<file path="config.mk">
export PLATFORM = sky130hd
export DESIGN_NAME = div_unit
export DESIGN_NICKNAME = d
export VERILOG_FILES = /design/src/rtl/div_pkg.sv /design/src/rtl/div_step.sv /design/src/rtl/div_unit.sv
export SDC_FILE = /design/constraint.sdc
export NUM_CORES = 1
export LEC_CHECK = 0
export ABC_AREA = 1
export CAP_MARGIN = 0
export CORE_MARGIN = 5
export CORE_UTILIZATION = 38
export DETAILED_ROUTE_END_ITERATION = 6
export HOLD_SLACK_MARGIN = 0.15
export PLACE_DENSITY = 0.66
export SYNTH_ARGS = -nofsm -noshare
export SYNTH_HDL_FRONTEND = slang
export SYNTH_SLANG_ARGS = --single-unit
export TNS_END_PERCENT = 1
</file>
<file path="constraint.sdc">
create_clock -name clk -period 4.1 [get_ports clk]
set_input_delay 0.615 -clock clk [delete_from_list [all_inputs] [get_ports clk]]
set_output_delay 0.615 -clock clk [all_outputs]
set_load 0.02 [all_outputs]
</file>
<file path="src/rtl/div_pkg.sv">
// Shared constants and types for the iterative RV32M divider.
package div_pkg;

  localparam logic [2:0] F3_DIV  = 3'b100;
  localparam logic [2:0] F3_DIVU = 3'b101;
  localparam logic [2:0] F3_REM  = 3'b110;
  localparam logic [2:0] F3_REMU = 3'b111;

  localparam int DIV_ITERS = 32;

  typedef enum logic [1:0] {
    IDLE = 2'd0,
    BUSY = 2'd1,
    DONE = 2'd2
  } div_state_t;

endpackage

</file>
<file path="src/rtl/div_step.sv">
// One restoring-division iteration: shift {rem, quo} left, trial-subtract the divisor.
module div_step #(
  parameter int XLEN = 32
) (
  input  logic [XLEN-1:0] i_rem,
  input  logic [XLEN-1:0] i_quo,
  input  logic [XLEN-1:0] i_div,
  output logic [XLEN-1:0] o_rem,
  output logic [XLEN-1:0] o_quo
);

  logic [XLEN:0]   w_shift;
  logic [XLEN-1:0] w_sub;
  logic            w_ge;

  assign w_shift = {i_rem, i_quo[XLEN-1]};
  assign w_ge    = w_shift >= {1'b0, i_div};
  // When w_ge holds the true difference fits in XLEN bits, so the modular result is exact.
  assign w_sub   = w_shift[XLEN-1:0] - i_div;
  assign o_rem   = w_ge ? w_sub : w_shift[XLEN-1:0];
  assign o_quo   = {i_quo[XLEN-2:0], w_ge};

endmodule

</file>
<file path="src/rtl/div_unit.sv">
// Iterative radix-2 restoring divider for DIV/DIVU/REM/REMU with pipeline stall output.
// Optional feature: define DIV_EARLY_OUT_EN to resolve divide-by-zero and signed overflow in one cycle.
module div_unit
  import div_pkg::*;
#(
  parameter int XLEN = 32
) (
  input  logic            clk,
  input  logic            rst_n,
  input  logic            start,
  input  logic [2:0]      funct3,
  input  logic [XLEN-1:0] op_a,
  input  logic [XLEN-1:0] op_b,
  input  logic            flush,
  input  logic            ex_advance,
  output logic            div_stall,
  output logic            done,
  output logic [XLEN-1:0] result
);

  localparam int CNT_W = $clog2(XLEN);

  div_state_t      r_state;
  div_state_t      w_state_nx;
  logic [CNT_W-1:0] r_cnt;
  logic [XLEN-1:0] r_rem;
  logic [XLEN-1:0] r_quo;
  logic [XLEN-1:0] r_div;
  logic            r_neg_q;
  logic            r_neg_r;
  logic            r_is_rem;
  logic [XLEN-1:0] r_result;

  logic            w_accept;
  logic            w_finish;
  logic            w_signed;
  logic            w_is_rem;
  logic            w_a_neg;
  logic            w_b_neg;
  logic [XLEN-1:0] w_a_mag;
  logic [XLEN-1:0] w_b_mag;
  logic [XLEN-1:0] w_rem_nx;
  logic [XLEN-1:0] w_quo_nx;
  logic [XLEN-1:0] w_q_fin;
  logic [XLEN-1:0] w_r_fin;
  logic [XLEN-1:0] w_res_fin;
  logic            w_early;
  logic [XLEN-1:0] w_early_res;

  assign w_signed = (funct3 == F3_DIV) || (funct3 == F3_REM);
  assign w_is_rem = (funct3 == F3_REM) || (funct3 == F3_REMU);
  assign w_a_neg  = w_signed & op_a[XLEN-1];
  assign w_b_neg  = w_signed & op_b[XLEN-1];
  assign w_a_mag  = w_a_neg ? (~op_a + 1'b1) : op_a;
  assign w_b_mag  = w_b_neg ? (~op_b + 1'b1) : op_b;

`ifdef DIV_EARLY_OUT_EN
  localparam logic [XLEN-1:0] INT_MIN = {1'b1, {(XLEN-1){1'b0}}};
  logic w_b_zero;
  logic w_ovf;
  assign w_b_zero    = (op_b == '0);
  assign w_ovf       = w_signed && (op_a == INT_MIN) && (op_b == '1);
  assign w_early     = w_b_zero | w_ovf;
  assign w_early_res = w_is_rem ? (w_b_zero ? op_a : '0)
                                : (w_b_zero ? '1 : INT_MIN);
`else
  assign w_early     = 1'b0;
  assign w_early_res = '0;
`endif

  div_step #(.XLEN(XLEN)) u_step (
    .i_rem (r_rem),
    .i_quo (r_quo),
    .i_div (r_div),
    .o_rem (w_rem_nx),
    .o_quo (w_quo_nx)
  );

  // Corner cases fall out naturally: /0 gives all-ones quotient and rem=|a|.
  assign w_q_fin   = r_neg_q ? (~w_quo_nx + 1'b1) : w_quo_nx;
  assign w_r_fin   = r_neg_r ? (~w_rem_nx + 1'b1) : w_rem_nx;
  assign w_res_fin = r_is_rem ? w_r_fin : w_q_fin;

  always_ff @(posedge clk or negedge rst_n) begin
    if (!rst_n) begin
      r_state <= IDLE;
    end else begin
      r_state <= w_state_nx;
    end
  end

  always_comb begin
    w_state_nx = r_state;
    div_stall  = 1'b0;
    w_accept   = 1'b0;
    w_finish   = 1'b0;
    case (r_state)
      IDLE: begin
        if (start && !flush) begin
          div_stall  = 1'b1;
          w_accept   = 1'b1;
          w_state_nx = w_early ? DONE : BUSY;
        end
      end
      BUSY: begin
        if (flush) begin
          w_state_nx = IDLE;
        end else begin
          div_stall = 1'b1;
          if (r_cnt == '0) begin
            w_finish   = 1'b1;
            w_state_nx = DONE;
          end
        end
      end
      DONE: begin
        if (flush || ex_advance) begin
          w_state_nx = IDLE;
        end
      end
      default: w_state_nx = IDLE;
    endcase
  end

  always_ff @(posedge clk or negedge rst_n) begin
    if (!rst_n) begin
      r_cnt    <= '0;
      r_rem    <= '0;
      r_quo    <= '0;
      r_div    <= '0;
      r_neg_q  <= 1'b0;
      r_neg_r  <= 1'b0;
      r_is_rem <= 1'b0;
      r_result <= '0;
    end else if (flush) begin
      r_result <= '0;
    end else if (w_accept) begin
      r_cnt    <= CNT_W'(XLEN - 1);
      r_rem    <= '0;
      r_quo    <= w_a_mag;
      r_div    <= w_b_mag;
      r_neg_q  <= (w_a_neg ^ w_b_neg) && (op_b != '0);
      r_neg_r  <= w_a_neg;
      r_is_rem <= w_is_rem;
      if (w_early) begin
        r_result <= w_early_res;
      end
    end else if (r_state == BUSY) begin
      r_rem <= w_rem_nx;
      r_quo <= w_quo_nx;
      if (r_cnt != '0) begin
        r_cnt <= r_cnt - 1'b1;
      end
      if (w_finish) begin
        r_result <= w_res_fin;
      end
    end
  end

  assign done   = (r_state == DONE);
  assign result = r_result;

endmodule

</file>
# Word level (Yosys, flattened, before mapping)
# Index checks and enable logic that the tools add are counted.
word_totals:
  reg_bits: 138
  input_bits: 72
  output_inout_bits: 34
  word_cells: 81
classes:
  n_addsub: 6
  magnitude_cmp: 1
  n_eq_ne: 9
  muxes: 29
  bitwise_logic: 8
  n_reduce_logical: 19
op_table:
  columns: ["op", "count"]
  rows:
  - ["two-way mux 32 bit", 14]
  - ["adder 32 x 1 -> 32 bit, second input constant", 4]
  - ["inverter 32 bit", 4]
  - ["greater-or-equal comparator 33 x 32 -> 1 bit", 1]
  - ["nonzero test 32 bit", 1]
  - ["subtractor 32 bit", 1]
  - ["two-way mux 5 bit", 3]
  - ["equality test 3 bit, second input constant", 3]
  - ["AND reduction 3 bit", 3]
  - ["two-way mux 2 bit", 4]
  - ["nonzero test 2 bit", 4]
  - ["two-way mux 1 bit", 6]
  - ["one-hot mux 2 bit (3 select lines)", 1]
  - ["zero test 5 bit", 1]
  - ["nonzero test 5 bit", 1]
  - ["subtractor 5 x 1 -> 5 bit, second input constant", 1]
  - ["!= test 2 bit, second input constant", 2]
  - ["AND reduction 2 bit", 2]
  - ["logical OR 1 bit", 3]
  - ["!= test 3 bit, second input constant", 1]
  - ["AND 1 bit", 2]
  - ["equality test 2 x 1 -> 1 bit, second input constant", 1]
  - ["equality test 2 bit, second input constant", 1]
  - ["logical AND 1 bit", 2]
  - ["other kinds (6)", 6]

# Longest topological paths before layout
depth:
  ltp_word: 10
  ltp_mapped: 32
  mapped_depth_nobuf: 30

# Cells and area by module
# Synthesis repeated with hierarchy kept, for this count alone.
hier_totals:
  hier_cells: 2165
  area_unflattened_um2: 12968.7
by_module_without_submodules:
  columns: ["module", "instances", "cells_per_inst", "area_per_inst_um2", "seq_area_each_um2"]
  rows:
  - ["div_unit", 1, 1483, 9539.1, 3453.3]
  - ["div_step", 1, 682, 3429.5, 0.0]

# Worst setup path before layout
# OpenSTA, ideal clock, no wires.
synth_timing:
  kind: "reg-to-reg"
  startpoint: "reg r_rem[15]"
  endpoint: "reg r_result[26] (netlist: result[26])"
  setup_time_ns: 0.066
  arrival_ns: 3.623
  required_time_ns: 4.034
  slack_ns: 0.412
  path_stages_with_launch: 30
  n_path_buf: 2
  period_less_slack_ns: 3.688
  path_cell_list: "dfrtp_1 -> ha_1 -> nand2_2 -> inv_1 -> nand2_1 -> nand2_1 -> o21bai_2 -> inv_2 -> nand2_2 -> nand2_4 -> nand2_4 -> buf_12 -> inv_2 -> buf_4 -> ha_1 -> inv_1 -> nor3_2 -> nand3_1 -> nor2_1 -> nand3_1 -> nor2_1 -> nand4_1 -> nand2_1 -> nand2_1 -> a21oi_2 -> o21ai_0 -> xor2_1 -> a21oi_1 -> nand2_1 -> nand2_1"
synth_via:
  elab_chain_len: 10
  elab_cells_between_ends: 14
  classes_between: "add/sub: 3; order compare: 1; mux: 8; bitwise: 2"
synth_rtl:
  columns: ["item", "line_no", "source"]
  rows:
  - ["start, declared", "div_unit.sv:26", "logic [XLEN-1:0] r_rem;"]
  - ["start signal, assigned", "div_unit.sv:149", "r_rem <= w_rem_nx;"]
  - ["subtractor 32 bit or greater-or-equal comparator 33 x 32 -> 1 bit (tied branches)", "div_step.sv:19, div_step.sv:17", null]
  - ["two-way mux 32 bit", "div_step.sv:20", "assign o_rem = w_ge ? w_sub : w_shift[XLEN-1:0];"]
  - ["inverter 32 bit", "div_unit.sv:81", "assign w_r_fin = r_neg_r ? (~w_rem_nx + 1'b1) : w_rem_nx;"]
  - ["adder 32 x 1 -> 32 bit", "div_unit.sv:81", null]
  - ["two-way mux 32 bit", "div_unit.sv:81", null]
  - ["two-way mux 32 bit (*)", "div_unit.sv:82", "assign w_res_fin = r_is_rem ? w_r_fin : w_q_fin;"]
  - ["two-way mux 32 bit (*)", "div_unit.sv:154", "if (w_finish) begin"]
  - ["two-way mux 32 bit (*)", "div_unit.sv:148", "end else if (r_state == BUSY) begin"]
  - ["two-way mux 32 bit (*)", "div_unit.sv:137", "end else if (w_accept) begin"]
  - ["two-way mux 32 bit (*)", "div_unit.sv:135", "end else if (flush) begin"]
  - ["end signal, assigned", "div_unit.sv:146", "r_result <= w_early_res;"]
  - ["end signal, assigned", "div_unit.sv:155", "r_result <= w_res_fin;"]
  - ["end, declared", "div_unit.sv:32", "logic [XLEN-1:0] r_result;"]
# Mark *: on every way between the ends. The rest lies on a longest branch, timed or not. The select of a mux whose other input is x is not followed.
# A chain may end at the register's enable or synchronous reset.

# Worst setup path after layout
layout_timing:
  startpoint: "reg r_rem[11]"
  endpoint: "reg r_result[24] (netlist: result[24])"
# Same word-level chain as after synthesis.

==> metrics <==
hpwl dp=around 33,000 um; pwr dens=between 700 and 800 nW/um^2; reg2reg start=r_rem[11]; internal power=approximately 4.8 mW; RSZ-0062 raised after global routing=yes; CTS sink count=roughly 140; WS Path Type=flip-flop to flip-flop; Post-Synthesis Net Count=1,984; H-tree lvl count=4; Fillers=3,218; first-pass GRT wire length=approximately 65,000 um; Req. time, crit path=about 4.5 ns; FFs w/ async S/R, synth=1.00; Worst Hold Class=primary input to asynchronous set/reset pin; Max IR drop VDD=between 0.4 and 0.5 mV; number of antenna violations at the first check in global routing=3; Yosys top cell area share=0.292; root buf cell=clkbuf_16; Detailed Route WL=between 40,000 and 50,000 um; status=finished clean; number of synthesized flops with an enable pin=0; WP data arrival=roughly 4.3 ns; antenna-violating nets left=0; YS warnings=0; vias in the first global route=between 10,000 and 15,000; Global Route Usage Sum=0.239; Final Cycle Share=0.948; grt total ovfl=0; Sw Share=0.555; share of cells above drive strength 1=0.0685; total number of vias=12,600; max_cap viols=0; clk_lat worst skew=around 0.43 ns; setup ws final=0.214 ns; Synth Area per Inst=6.30 um^2; Gate power share=0.664; top_reg_cell synth=dfrtp_1; flops & latches, synth=138; worst r2r dst=result[24]; port bufs=~110; # IOs=106; Initial Utilization=0.385; NetSw=slightly below 6 mW; worst-case clock buffer depth=2; CP startpoint kind=flip-flop; worst r2r path cells=25; Final setup viols=0; Clk pwr share=0.151; worst-path fanout max=4; most frequent cell after synthesis=nand2_1; Seq/Total Area, Yosys=0.292; Final Hold Viols=0; Flop pwr share=0.184; crit end category=flip-flop; ANT cells=0; synthesized area=about 12,000 um^2; Nets=~2,100; synth top area cells=dfrtp_1 29%, nand2_1 18%, inv_1 7.7%; Finished Core Util=0.452; gpl congestion=around 0.97; die height=approximately 190 um; Area growth syn-to-layout=17.5%; largest net degree at the start of global routing=around 100; minimum clock period=about 4 ns; DRC violations left=0; Num CTS Buffers=17; core box area=30,700 um^2; worst-margin pin slew=1.09 ns; max_slew headroom=0.272; R2R setup slack=about 0.21 ns; drt first pass iters=7; Finished Layout Cells=between 2,000 and 2,500; clk slew on worst S/H paths=~0.060 ns; fmax=approximately 260 MHz; Max Slew Vio Count=0; synth cell count leaders=567 x nand2_1, 242 x inv_1, 173 x o21ai_0; post-DR wirelength/cell=roughly 17 um; Gate Count Post-Synth=between 1,500 and 2,000; Row Count=64; Initial DRC Count=around 1,200; pre-CTS setup slack=~0.11 ns; width of the die=approximately 190 um; DR vias/cell=about 5.3; DIE AREA=~35,000 um^2; CTS tree=done; Synth area leader=dfrtp_1; static leakage=6.81 nW; dpl cells=approximately 2,300; PnR Total Power=roughly 11 mW; post-synth cell types=52; clk_skew=about 0.010 ns
## repair_timing
action / 4_1_cts / 5_1_grt
hold buffers: 0 / 0
resized for setup: 0 / 14
endpoints found under the setup margin: 0 / 6
buffers inserted: 0 / 0
## layout by cell type (no fill, tap or decap), drive strengths merged, types with 16 or more instances in the layout
cell type,netlist,layout
nor3,32,32
inv,254,254
xnor2,21,21
xor2,50,50
nand2,586,586
nor2,184,184
dfrtp,138,138
nand4,25,25
o22ai,16,16
nand3,155,155
ha,38,38
clkbuf,48,21
buf,12,21
clkdlybuf4s50,0,104
a21oi,59,59
o21ai,192,192
## state kept, by name (all words and copies together), names as in the netlist
name / flops
result: 32
r_div: 32
r_quo: 32
r_state: 2
r_neg_q: 1
r_neg_r: 1
r_is_rem: 1
r_rem: 32
r_cnt: 5
## worst max-delay path, stage by stage, from the launching register on
cell and delay [ns]:
dfrtp_1 0.44, ha_1 0.40, nand2_2 0.16, inv_1 0.07
a21oi_2 0.20, o21bai_2 0.10, inv_2 0.07, nand2_2 0.07
nand2_4 0.07, nand2_4 0.05, inv_2 0.09, ha_1 0.20
inv_1 0.09, nor3_4 0.15, nand3_2 0.12, nor2_2 0.12
nand3_1 0.12, nor2_2 0.20, nand4_1 0.13, nand2_1 0.10
nand2_1 0.10, a21oi_2 0.16, xor2_1 0.09, a21oi_1 0.32
nand2_1 0.13, nand2_1 0.07
## metal layers
layer | up-vias | share of wire | GRT usage
li1 | 6198 | - | -
met1 | 5873 | 0.46 | 0.340
met2 | 441 | 0.46 | 0.377
met3 | 48 | 0.068 | 0.0408
met4 | 4 | 0.019 | 0.0635
met5 | - | 0.00066 | 0
## power by group through the flow
stage / logic [mW] / clock network, mW / registers, mW
after CTS: 6.99 / 1.64 / 1.97
final: 7.13 / 1.63 / 1.98
after floorplan: 5.09 / 0 / 1.88
after global placement: 6.93 / 0 / 1.98
after global routing: 7.93 / 1.70 / 2.01
after detailed placement: 6.94 / 0 / 1.99
## metrics by stage
step	setup TNS (ns)	cell area [um^2]	hold slack, ns
final	0	13900	0.272
after global routing	-0.0422	13900	0.365
after CTS	0	13800	0.337
after detailed placement	0	13200	0.469
after global placement	0	13200	0.468
after floorplan	0	11800	0.319
## how the worst max path moves through the flow
stage	from	end	slack (ns)	cells after the start
finish	r_rem[11]	result[24]	0.21	25
global route	r_rem[11]	result[26]	-0.04	26
CTS	r_rem[11]	result[26]	0.05	26
detailed placement	r_rem[11]	result[26]	0.11	26
global placement	r_rem[11]	result[26]	0.19	26
floorplan	r_rem[15]	result[26]	0.41	29
## final cells by class
class	count	area, um^2	area share
tap	396	495	0.0357
clock inverter	11	145	0.0105
clock buffer	21	460	0.0332
timing repair buffer	125	1210	0.0869
inverter	258	968	0.0698
multi-input combinational	1417	7150	0.515
sequential	138	3450	0.249
## cells by family after synthesis
family          count (synthesis)  synth area share
buf+inv                       318             0.107
compound gates                304             0.142
xor+xnor                       71            0.0527
simple gates                 1003             0.364
fa+ha+maj                      39            0.0420
flops                         138             0.292
(Power assumes the default switching activity.)
